## config.mk

```make
export PLATFORM = sky130hd
export DESIGN_NAME = back_color_gen_flat
export DESIGN_NICKNAME = d
export VERILOG_FILES = /design/src/rtl/back_color_gen_pkg.sv /design/src/rtl/back_color_gen_if.sv /design/src/rtl/back_color_gen_rgb_lerp.sv /design/src/rtl/back_color_gen.sv /design/src/flat_wrapper.sv
export SDC_FILE = /design/constraint.sdc
export NUM_CORES = 1
export LEC_CHECK = 0
export ABC_AREA = 1
export BUFFER_PORTS_ARGS = -buffer_cell sky130_fd_sc_hd__buf_2
export CORE_ASPECT_RATIO = 0.6
export CORE_UTILIZATION = 60
export DETAILED_ROUTE_END_ITERATION = 8
export PLACE_DENSITY = 0.78
export RECOVER_POWER = 100
export SYNTH_ARGS = -nofsm -noshare
export SYNTH_HDL_FRONTEND = slang
export SYNTH_SLANG_ARGS = --single-unit
```

## constraint.sdc

```tcl
create_clock -name vga_clk -period 5.95 [get_ports vga_clk]
set_clock_uncertainty 0.2 [all_clocks]
set_input_delay 0.595 -clock vga_clk [delete_from_list [all_inputs] [get_ports vga_clk]]
set_output_delay 0.595 -clock vga_clk [all_outputs]
set_load 0.01 [all_outputs]
```

## src/rtl/back_color_gen_pkg.sv

```systemverilog
// Shared types and constants for the playfield backdrop colour generator.
//   rgb12_t     : packed 4:4:4 colour
//   LEVEL_TOP/  : per-level gradient endpoints (row 0 / floor line)
//   LEVEL_BOT
//   BAYER       : 2x2 ordered-dither thresholds in 1/16 steps, indexed {y[0], x[0]}
//   clamp_level : maps the 10-bit game level onto the 8 LUT entries
package back_color_gen_pkg;

  typedef struct packed {
    logic [3:0] r;
    logic [3:0] g;
    logic [3:0] b;
  } rgb12_t;

  localparam int unsigned NUM_LEVELS = 8;

  localparam rgb12_t LEVEL_TOP [NUM_LEVELS] = '{
    rgb12_t'(12'h000), rgb12_t'(12'h26A), rgb12_t'(12'h400), rgb12_t'(12'h040),
    rgb12_t'(12'h204), rgb12_t'(12'h024), rgb12_t'(12'h420), rgb12_t'(12'h111)
  };

  localparam rgb12_t LEVEL_BOT [NUM_LEVELS] = '{
    rgb12_t'(12'h000), rgb12_t'(12'hACE), rgb12_t'(12'hC84), rgb12_t'(12'h6C6),
    rgb12_t'(12'hA4C), rgb12_t'(12'h4CE), rgb12_t'(12'hE86), rgb12_t'(12'hFFF)
  };

  localparam logic [3:0] BAYER [4] = '{4'd0, 4'd8, 4'd12, 4'd4};

  function automatic logic [2:0] clamp_level(input logic [9:0] level);
    return (level > 10'd7) ? 3'd7 : level[2:0];
  endfunction

endpackage

```

## src/rtl/back_color_gen_if.sv

```systemverilog
// Bus between the VGA sync/counter block and the backdrop colour generator.
//   master : timing source (drives sync, position, level, blank; reads colour)
//   slave  : back_color_gen (reads timing, drives red/green/blue_back, fade_busy)
interface back_color_gen_if;
  logic       hs;
  logic       vs;
  logic [9:0] DrawX;
  logic [9:0] DrawY;
  logic [9:0] level;
  logic       blank;
  logic [3:0] red_back;
  logic [3:0] green_back;
  logic [3:0] blue_back;
  logic       fade_busy;

  modport master (
    output hs, vs, DrawX, DrawY, level, blank,
    input  red_back, green_back, blue_back, fade_busy
  );

  modport slave (
    input  hs, vs, DrawX, DrawY, level, blank,
    output red_back, green_back, blue_back, fade_busy
  );
endinterface

```

## src/rtl/back_color_gen_rgb_lerp.sv

```systemverilog
// Combinational per-channel linear blend: y = a + ((b - a) * t >>> S).
// FRAC extra fraction bits are kept below the integer result.
//   a, b          : endpoint colours
//   t             : blend weight, TW bits (t = 2^S yields b exactly)
//   y_r, y_g, y_b : blended channels, 4 integer + FRAC fraction bits
module back_color_gen_rgb_lerp
  import back_color_gen_pkg::*;
#(
  parameter int unsigned TW   = 5,
  parameter int unsigned S    = 4,
  parameter int unsigned FRAC = 0
) (
  input  rgb12_t            a,
  input  rgb12_t            b,
  input  logic [TW-1:0]     t,
  output logic [3+FRAC:0]   y_r,
  output logic [3+FRAC:0]   y_g,
  output logic [3+FRAC:0]   y_b
);

  localparam int unsigned PW = 4 + S + TW + 3;

  // a is folded in pre-shift so the arithmetic shift floors the whole sum,
  // which equals a + floor((b - a) * t / 2^S).
  function automatic logic [3+FRAC:0] lerp_ch(input logic [3:0] ca, input logic [3:0] cb);
    logic signed [5:0]    diff;
    logic signed [PW-1:0] a_w, d_w, t_w, acc;
    diff = $signed({2'b00, cb}) - $signed({2'b00, ca});
    a_w  = PW'(ca);
    d_w  = PW'(diff);
    t_w  = PW'(t);
    acc  = (a_w <<< S) + d_w * t_w;
    return (4 + FRAC)'(acc >>> (S - FRAC));
  endfunction

  assign y_r = lerp_ch(a.r, b.r);
  assign y_g = lerp_ch(a.g, b.g);
  assign y_b = lerp_ch(a.b, b.b);

endmodule

```

## src/rtl/back_color_gen.sv

```systemverilog
// Playfield backdrop colour generator. Produces one colour per line from a
// per-level vertical gradient and crossfades between levels at frame rate.
//   vga_clk  : pixel clock
//   reset_n  : asynchronous active-low reset
//   bus      : back_color_gen_if.slave (hs/vs/DrawX/DrawY/level/blank in,
//              red_back/green_back/blue_back/fade_busy out)
// Optional build macro DITHER_EN: keep 4 fraction bits in the line blend and
// apply a 2x2 Bayer dither per pixel; otherwise the colour is flat per line.
module back_color_gen
  import back_color_gen_pkg::*;
#(
  parameter int unsigned FADE_LOG2  = 4,
  parameter int unsigned BAND_SHIFT = 5,
  parameter int unsigned PLAY_H     = 398
) (
  input logic              vga_clk,
  input logic              reset_n,
  back_color_gen_if.slave  bus
);

  localparam int unsigned AW = FADE_LOG2 + 1;
  localparam logic [AW-1:0] ALPHA_FULL = {1'b1, {FADE_LOG2{1'b0}}};

`ifdef DITHER_EN
  localparam int unsigned GFRAC = 4;
`else
  localparam int unsigned GFRAC = 0;
`endif

  localparam logic [0:0] ST_IDLE = 1'b0;
  localparam logic [0:0] ST_FADE = 1'b1;

  // Sync edge detection
  logic hs_q, vs_q;
  logic line_start, frame_start;

  assign line_start  = hs_q & ~bus.hs;
  assign frame_start = vs_q & ~bus.vs;

  // Fade controller state
  logic [0:0]    state_q, state_d;
  logic [2:0]    cur_level_q, cur_level_d;
  rgb12_t        old_top_q, old_top_d, old_bot_q, old_bot_d;
  rgb12_t        new_top_q, new_top_d, new_bot_q, new_bot_d;
  logic [AW-1:0] alpha_q, alpha_d;
  logic          fade_busy_q, fade_busy_d;
  rgb12_t        eff_top_q, eff_bot_q, eff_top_d, eff_bot_d;
  logic [2:0]    lvl_c;

  assign lvl_c = clamp_level(bus.level);

  always_comb begin
    state_d     = state_q;
    cur_level_d = cur_level_q;
    old_top_d   = old_top_q;
    old_bot_d   = old_bot_q;
    new_top_d   = new_top_q;
    new_bot_d   = new_bot_q;
    alpha_d     = alpha_q;
    fade_busy_d = fade_busy_q;
    if (frame_start) begin
      if (lvl_c != cur_level_q) begin
        // Restart from whatever is on screen now so a mid-fade change is seamless.
        old_top_d   = eff_top_q;
        old_bot_d   = eff_bot_q;
        new_top_d   = LEVEL_TOP[lvl_c];
        new_bot_d   = LEVEL_BOT[lvl_c];
        cur_level_d = lvl_c;
        alpha_d     = '0;
        fade_busy_d = 1'b1;
        state_d     = ST_FADE;
      end else if (state_q == ST_FADE) begin
        alpha_d = alpha_q + AW'(1);
        if (alpha_d == ALPHA_FULL) begin
          state_d     = ST_IDLE;
          fade_busy_d = 1'b0;
        end
      end
    end
  end

  // Effective gradient endpoints for the current fade position
  back_color_gen_rgb_lerp #(
    .TW   (AW),
    .S    (FADE_LOG2),
    .FRAC (0)
  ) u_fade_top (
    .a   (old_top_q),
    .b   (new_top_q),
    .t   (alpha_q),
    .y_r (eff_top_d.r),
    .y_g (eff_top_d.g),
    .y_b (eff_top_d.b)
  );

  back_color_gen_rgb_lerp #(
    .TW   (AW),
    .S    (FADE_LOG2),
    .FRAC (0)
  ) u_fade_bot (
    .a   (old_bot_q),
    .b   (new_bot_q),
    .t   (alpha_q),
    .y_r (eff_bot_d.r),
    .y_g (eff_bot_d.g),
    .y_b (eff_bot_d.b)
  );

  // Line pipeline: weight register, then blend register
  logic [8:0]       band;
  logic [3:0]       w_d, w_q;
  logic             line_d_q;
  logic [3+GFRAC:0] col_r_d, col_g_d, col_b_d;
  logic [3+GFRAC:0] col_r_q, col_g_q, col_b_q;

  always_comb begin
    band = bus.DrawY[8:0] >> BAND_SHIFT;
    if (bus.DrawY >= 10'(PLAY_H) || band > 9'd15) begin
      w_d = 4'd15;
    end else begin
      w_d = band[3:0];
    end
  end

  back_color_gen_rgb_lerp #(
    .TW   (4),
    .S    (4),
    .FRAC (GFRAC)
  ) u_grad (
    .a   (eff_top_q),
    .b   (eff_bot_q),
    .t   (w_q),
    .y_r (col_r_d),
    .y_g (col_g_d),
    .y_b (col_b_d)
  );

  // Output stage
  rgb12_t out_d, out_q;

`ifdef DITHER_EN
  logic [3:0] thresh;
  logic       unused_drawx;
  assign unused_drawx = ^bus.DrawX[9:1];

  function automatic logic [3:0] dither_ch(input logic [7:0] c, input logic [3:0] th);
    logic [8:0] s;
    logic [4:0] q;
    s = 9'(c) + 9'(th);
    q = 5'(s >> 4);
    return q[4] ? 4'hF : q[3:0];
  endfunction

  always_comb begin
    out_d  = '0;
    thresh = BAYER[{bus.DrawY[0], bus.DrawX[0]}];
    if (bus.blank) begin
      out_d.r = dither_ch(col_r_q, thresh);
      out_d.g = dither_ch(col_g_q, thresh);
      out_d.b = dither_ch(col_b_q, thresh);
    end
  end
`else
  logic unused_drawx;
  assign unused_drawx = ^bus.DrawX;

  always_comb begin
    out_d = '0;
    if (bus.blank) begin
      out_d.r = col_r_q;
      out_d.g = col_g_q;
      out_d.b = col_b_q;
    end
  end
`endif

  always_ff @(posedge vga_clk or negedge reset_n) begin
    if (!reset_n) begin
      hs_q        <= 1'b1;
      vs_q        <= 1'b1;
      state_q     <= ST_IDLE;
      cur_level_q <= 3'd0;
      old_top_q   <= LEVEL_TOP[0];
      old_bot_q   <= LEVEL_BOT[0];
      new_top_q   <= LEVEL_TOP[0];
      new_bot_q   <= LEVEL_BOT[0];
      alpha_q     <= ALPHA_FULL;
      fade_busy_q <= 1'b0;
      eff_top_q   <= LEVEL_TOP[0];
      eff_bot_q   <= LEVEL_BOT[0];
      w_q         <= 4'd0;
      line_d_q    <= 1'b0;
      col_r_q     <= '0;
      col_g_q     <= '0;
      col_b_q     <= '0;
      out_q       <= '0;
    end else begin
      hs_q        <= bus.hs;
      vs_q        <= bus.vs;
      state_q     <= state_d;
      cur_level_q <= cur_level_d;
      old_top_q   <= old_top_d;
      old_bot_q   <= old_bot_d;
      new_top_q   <= new_top_d;
      new_bot_q   <= new_bot_d;
      alpha_q     <= alpha_d;
      fade_busy_q <= fade_busy_d;
      eff_top_q   <= eff_top_d;
      eff_bot_q   <= eff_bot_d;
      line_d_q    <= line_start;
      if (line_start) begin
        w_q <= w_d;
      end
      if (line_d_q) begin
        col_r_q <= col_r_d;
        col_g_q <= col_g_d;
        col_b_q <= col_b_d;
      end
      out_q <= out_d;
    end
  end

  assign bus.red_back   = out_q.r;
  assign bus.green_back = out_q.g;
  assign bus.blue_back  = out_q.b;
  assign bus.fade_busy  = fade_busy_q;

endmodule

```

## src/flat_wrapper.sv

```systemverilog
// flat-port wrapper written by rule: the top's interface ports become plain ports
module back_color_gen_flat import back_color_gen_pkg::*;
#(
  parameter int unsigned FADE_LOG2  = 4,
  parameter int unsigned BAND_SHIFT = 5,
  parameter int unsigned PLAY_H     = 398
)
  (vga_clk, reset_n, bus_hs, bus_vs, bus_DrawX, bus_DrawY, bus_level, bus_blank, bus_red_back, bus_green_back, bus_blue_back, bus_fade_busy);
  back_color_gen_if bus_i ();
  input logic vga_clk;
  input logic reset_n;
  input wire logic [$bits(bus_i.hs)-1:0] bus_hs;
  input wire logic [$bits(bus_i.vs)-1:0] bus_vs;
  input wire logic [$bits(bus_i.DrawX)-1:0] bus_DrawX;
  input wire logic [$bits(bus_i.DrawY)-1:0] bus_DrawY;
  input wire logic [$bits(bus_i.level)-1:0] bus_level;
  input wire logic [$bits(bus_i.blank)-1:0] bus_blank;
  output wire logic [$bits(bus_i.red_back)-1:0] bus_red_back;
  output wire logic [$bits(bus_i.green_back)-1:0] bus_green_back;
  output wire logic [$bits(bus_i.blue_back)-1:0] bus_blue_back;
  output wire logic [$bits(bus_i.fade_busy)-1:0] bus_fade_busy;
  assign bus_i.hs = bus_hs;
  assign bus_i.vs = bus_vs;
  assign bus_i.DrawX = bus_DrawX;
  assign bus_i.DrawY = bus_DrawY;
  assign bus_i.level = bus_level;
  assign bus_i.blank = bus_blank;
  assign bus_red_back = bus_i.red_back;
  assign bus_green_back = bus_i.green_back;
  assign bus_blue_back = bus_i.blue_back;
  assign bus_fade_busy = bus_i.fade_busy;
  back_color_gen #(.FADE_LOG2(FADE_LOG2), .BAND_SHIFT(BAND_SHIFT), .PLAY_H(PLAY_H)) u_core (.vga_clk(vga_clk), .reset_n(reset_n), .bus(bus_i));
endmodule
```

==> flow_summary.toml <==
[outcome]
status = "finished, violations left"
violations = "design-rule violations, max-capacitance violations, max-slew violations"

[clocking]
insertion_delay_ps = 370
post_cts_buffers = 0
cts_resized = 0
path_clk_slew_ps = 70
cts_buffers = 9
htreeDepth = 3
clock_path_buffers = 2
ctsHoldBuffers = 1
cts_root_buf = "clkbuf_16"
cts_tree = "built"
clkSinkCount = 104

[synthesis]
synth-simple-area-share_pct = 18.7
synth_seq_area_share_pct = 22.9
synth_area_leaders = "dfrtp_1, fa_1, ha_1, inv_1, nand2_1"
ys_ff_latch = 104
yosysWarnings = 0
synth_compound_area_share_pct = 4.40
synthXorXnorAreaFrac_pct = 4.78
synthCells = 1381
synthesis.nets = 1680
synth_area_um2 = 11400
synth_top_family_by_area = "adder cells"
synthMuxAreaShare_pct = 0
synth_top_area_share_pct = 22.3
yosys.area.top_type = "dfrtp_1"
synth_fa_ha_area_share_pct = 37.0
avgSynthCellArea_um2 = 8.22
synth_cell_types = 36

[route]
vias_per_cell = 5.24
wl_per_cell_um = 14.8
drc = 1
vias = 8696
wirelength_um = 24600
final_antenna_net_count = 0
drt_iter0_drc = 580
dr.pass1.iters = 7

[global_routing]
grt_max_degree = 72
grt_first_pass_wirelength_um = 42100
grt_pass1_vias = 8534
antenna_found_initial = 1
grt_usage_pct = 27.8
grt_overflow = 0

[floorplanning]
dieHeight_um = 109
ios = 48
num_rows = 38
floorplan.initialDensity_pct = 62.1
die_area_um2 = 19500
die_w_um = 180
core_um2 = 18300

[final_layout]
final_common_cell = "inv_1"
final_nets = 1713
drive_gt1_share_pct = 5.50
insertedDiodeCount = 0
fill_cells = 1532
layout_common_cells = "inv_1, nand2_1, ha_1, fa_1, nor2_1"
syn_to_final_growth_pct = 5.88

[run]
drv_cap = 3

[critical_path]
crit_buf_inv = 7
startpoint_type = "flip-flop"
slowest_stage = "fa_1"
worstPathRequired_ps = 6010
critPathMostFrequentCell = "nand2_1"
cp_max_fo = 5
endpoint_kind = "flip-flop"
slowest_delay_ps = 540
worstPathArrival_ps = 5470
critPathTopFamily = "adder cells"
critical_path_class = "reg -> reg"

[place]
place.gp.congestion = 0.895
detailed_place_hpwl_um = 19500
io_buffers = 36

[timing]
setup_viol = 0
setup-tns-final_ps = 0
max_slew_margin_pct = -40.8
grt_setup_unrepaired = "no"
period_needed_ps = 5410
fmax_mhz = 185
maxSlewViolCount = 170
hold_viol = 0
worstMarginPinSlew_ps = 2110
post-route-period-util_pct = 90.9

[min_path]
hold_class = "in -> reg"
==> routing by layer <==
layer	vias to the layer above	share of wire, %	GRT usage [%]
li1	4205	-	-
met1	4233	49	41.3
met2	245	44	43.2
met3	13	7.0	4.82
met4	0	0.77	5.48
met5	-	0	0
==> synth_stat cells <==
library cell	n
o21ai_0	25
o21ai_1	22
nand3b_1	7
nand2_4	1
buf_6	4
nand2_1	302
o211ai_1	2
a31oi_1	5
buf_2	1
clkbuf_1	13
a21o_1	3
nand4_1	7
nor2_2	1
xnor2_1	25
inv_4	1
buf_1	3
o21bai_1	1
dfrtp_1	101
buf_4	5
or2_2	12
fa_1	120
clkinv_1	5
o21ai_2	10
nand3_1	46
nor3_1	7
inv_1	321
nor2_1	106
inv_2	2
nor4_1	4
nor2_4	1
ha_1	144
a21oi_1	20
dfstp_2	3
nand3_4	1
nand2_2	13
xor2_1	37
==> kinds of logic (layout without fill, tap and decap cells) <==
logic type               after synthesis  count (layout)
XOR/XNOR                              62              62
AND/OR/NAND/NOR                      508             508
AO/OA/AOI/OAI                         88              88
buffers and inverters                355             393
flip-flops                           104             104
adder cells (fa/ha/maj)              264             264
==> flip-flops by register name, indices dropped and copies added, names as in the netlist <==
| name | cells |
|---|---|
| u_core.alpha_q | 5 |
| u_core.bus.blue_back | 4 |
| u_core.bus.fade_busy | 1 |
| u_core.bus.green_back | 4 |
| u_core.bus.red_back | 4 |
| u_core.col_b_q | 4 |
| u_core.col_g_q | 4 |
| u_core.col_r_q | 4 |
| u_core.cur_level_q | 3 |
| u_core.eff_bot_q | 12 |
| u_core.eff_top_q | 12 |
| u_core.hs_q | 1 |
| u_core.line_d_q | 1 |
| u_core.new_bot_q | 9 |
| u_core.new_top_q | 6 |
| u_core.old_bot_q | 12 |
| u_core.old_top_q | 12 |
| u_core.state_q | 1 |
| u_core.vs_q | 1 |
| u_core.w_q | 4 |
==> through the flow <==
step           instance area, um^2  cells  hold slack [ps]  setup slack [ps]  util [%]
2_1_floorplan                11400   1381             99.4               890         -
3_3_place_gp                 11800   1642              245               646      64.3
3_5_place_dp                 11800   1642              251               586      64.3
4_1_cts                      12100   1659              120               559      66.1
5_1_grt                      12000   1659              117               198      65.7
6_report                     12000   1659              130               542      65.7
==> worst register-to-register path, cell delays in order, from the launching register on <==
cell and delay, ps:
dfrtp_1 430, inv_1 110, buf_4 170, ha_1 160, inv_1 60, fa_1 400, nand2_1 90, nand2_1 50
a21oi_1 290, nand2_1 130, fa_1 520, fa_1 540, inv_1 50, fa_1 530, inv_1 50, fa_1 500
inv_1 40, ha_1 220, a31oi_1 280, inv_1 70, nand2_1 100, nand2_1 60, nand2_1 80, nand2_1 50
nand2_1 50, nand2_1 50
==> cell type report <==
type | instances | area [um^2] | area share, %
timing repair buffer | 48 | 250 | 2.08
tap | 240 | 300 | 2.50
sequential | 104 | 2610 | 21.7
clock inverter | 6 | 73.8 | 0.614
inverter | 329 | 1230 | 10.3
multi-input combinational | 922 | 7320 | 60.9
clock buffer | 10 | 239 | 1.99
==> worst paths after layout <==
check	cells past startpoint	end	startpoint	slack (ps)
max	25	u_core.eff_top_q[3]	u_core.new_bot_q[8]	540
max reg2reg	25	u_core.eff_top_q[3]	u_core.new_bot_q[8]	540
min	1	u_core.hs_q	bus_hs	130
min reg2reg	2	u_core.bus.blue_back[2]	u_core.col_b_q[2]	270
min in group asynchronous	2	u_core.bus.green_back[2]	reset_n	1040
max in group asynchronous	3	u_core.new_bot_q[11]	reset_n	1830
Power is not shown: default switching activity piles up to over one toggle a cycle in this logic, so the estimate is an artifact.
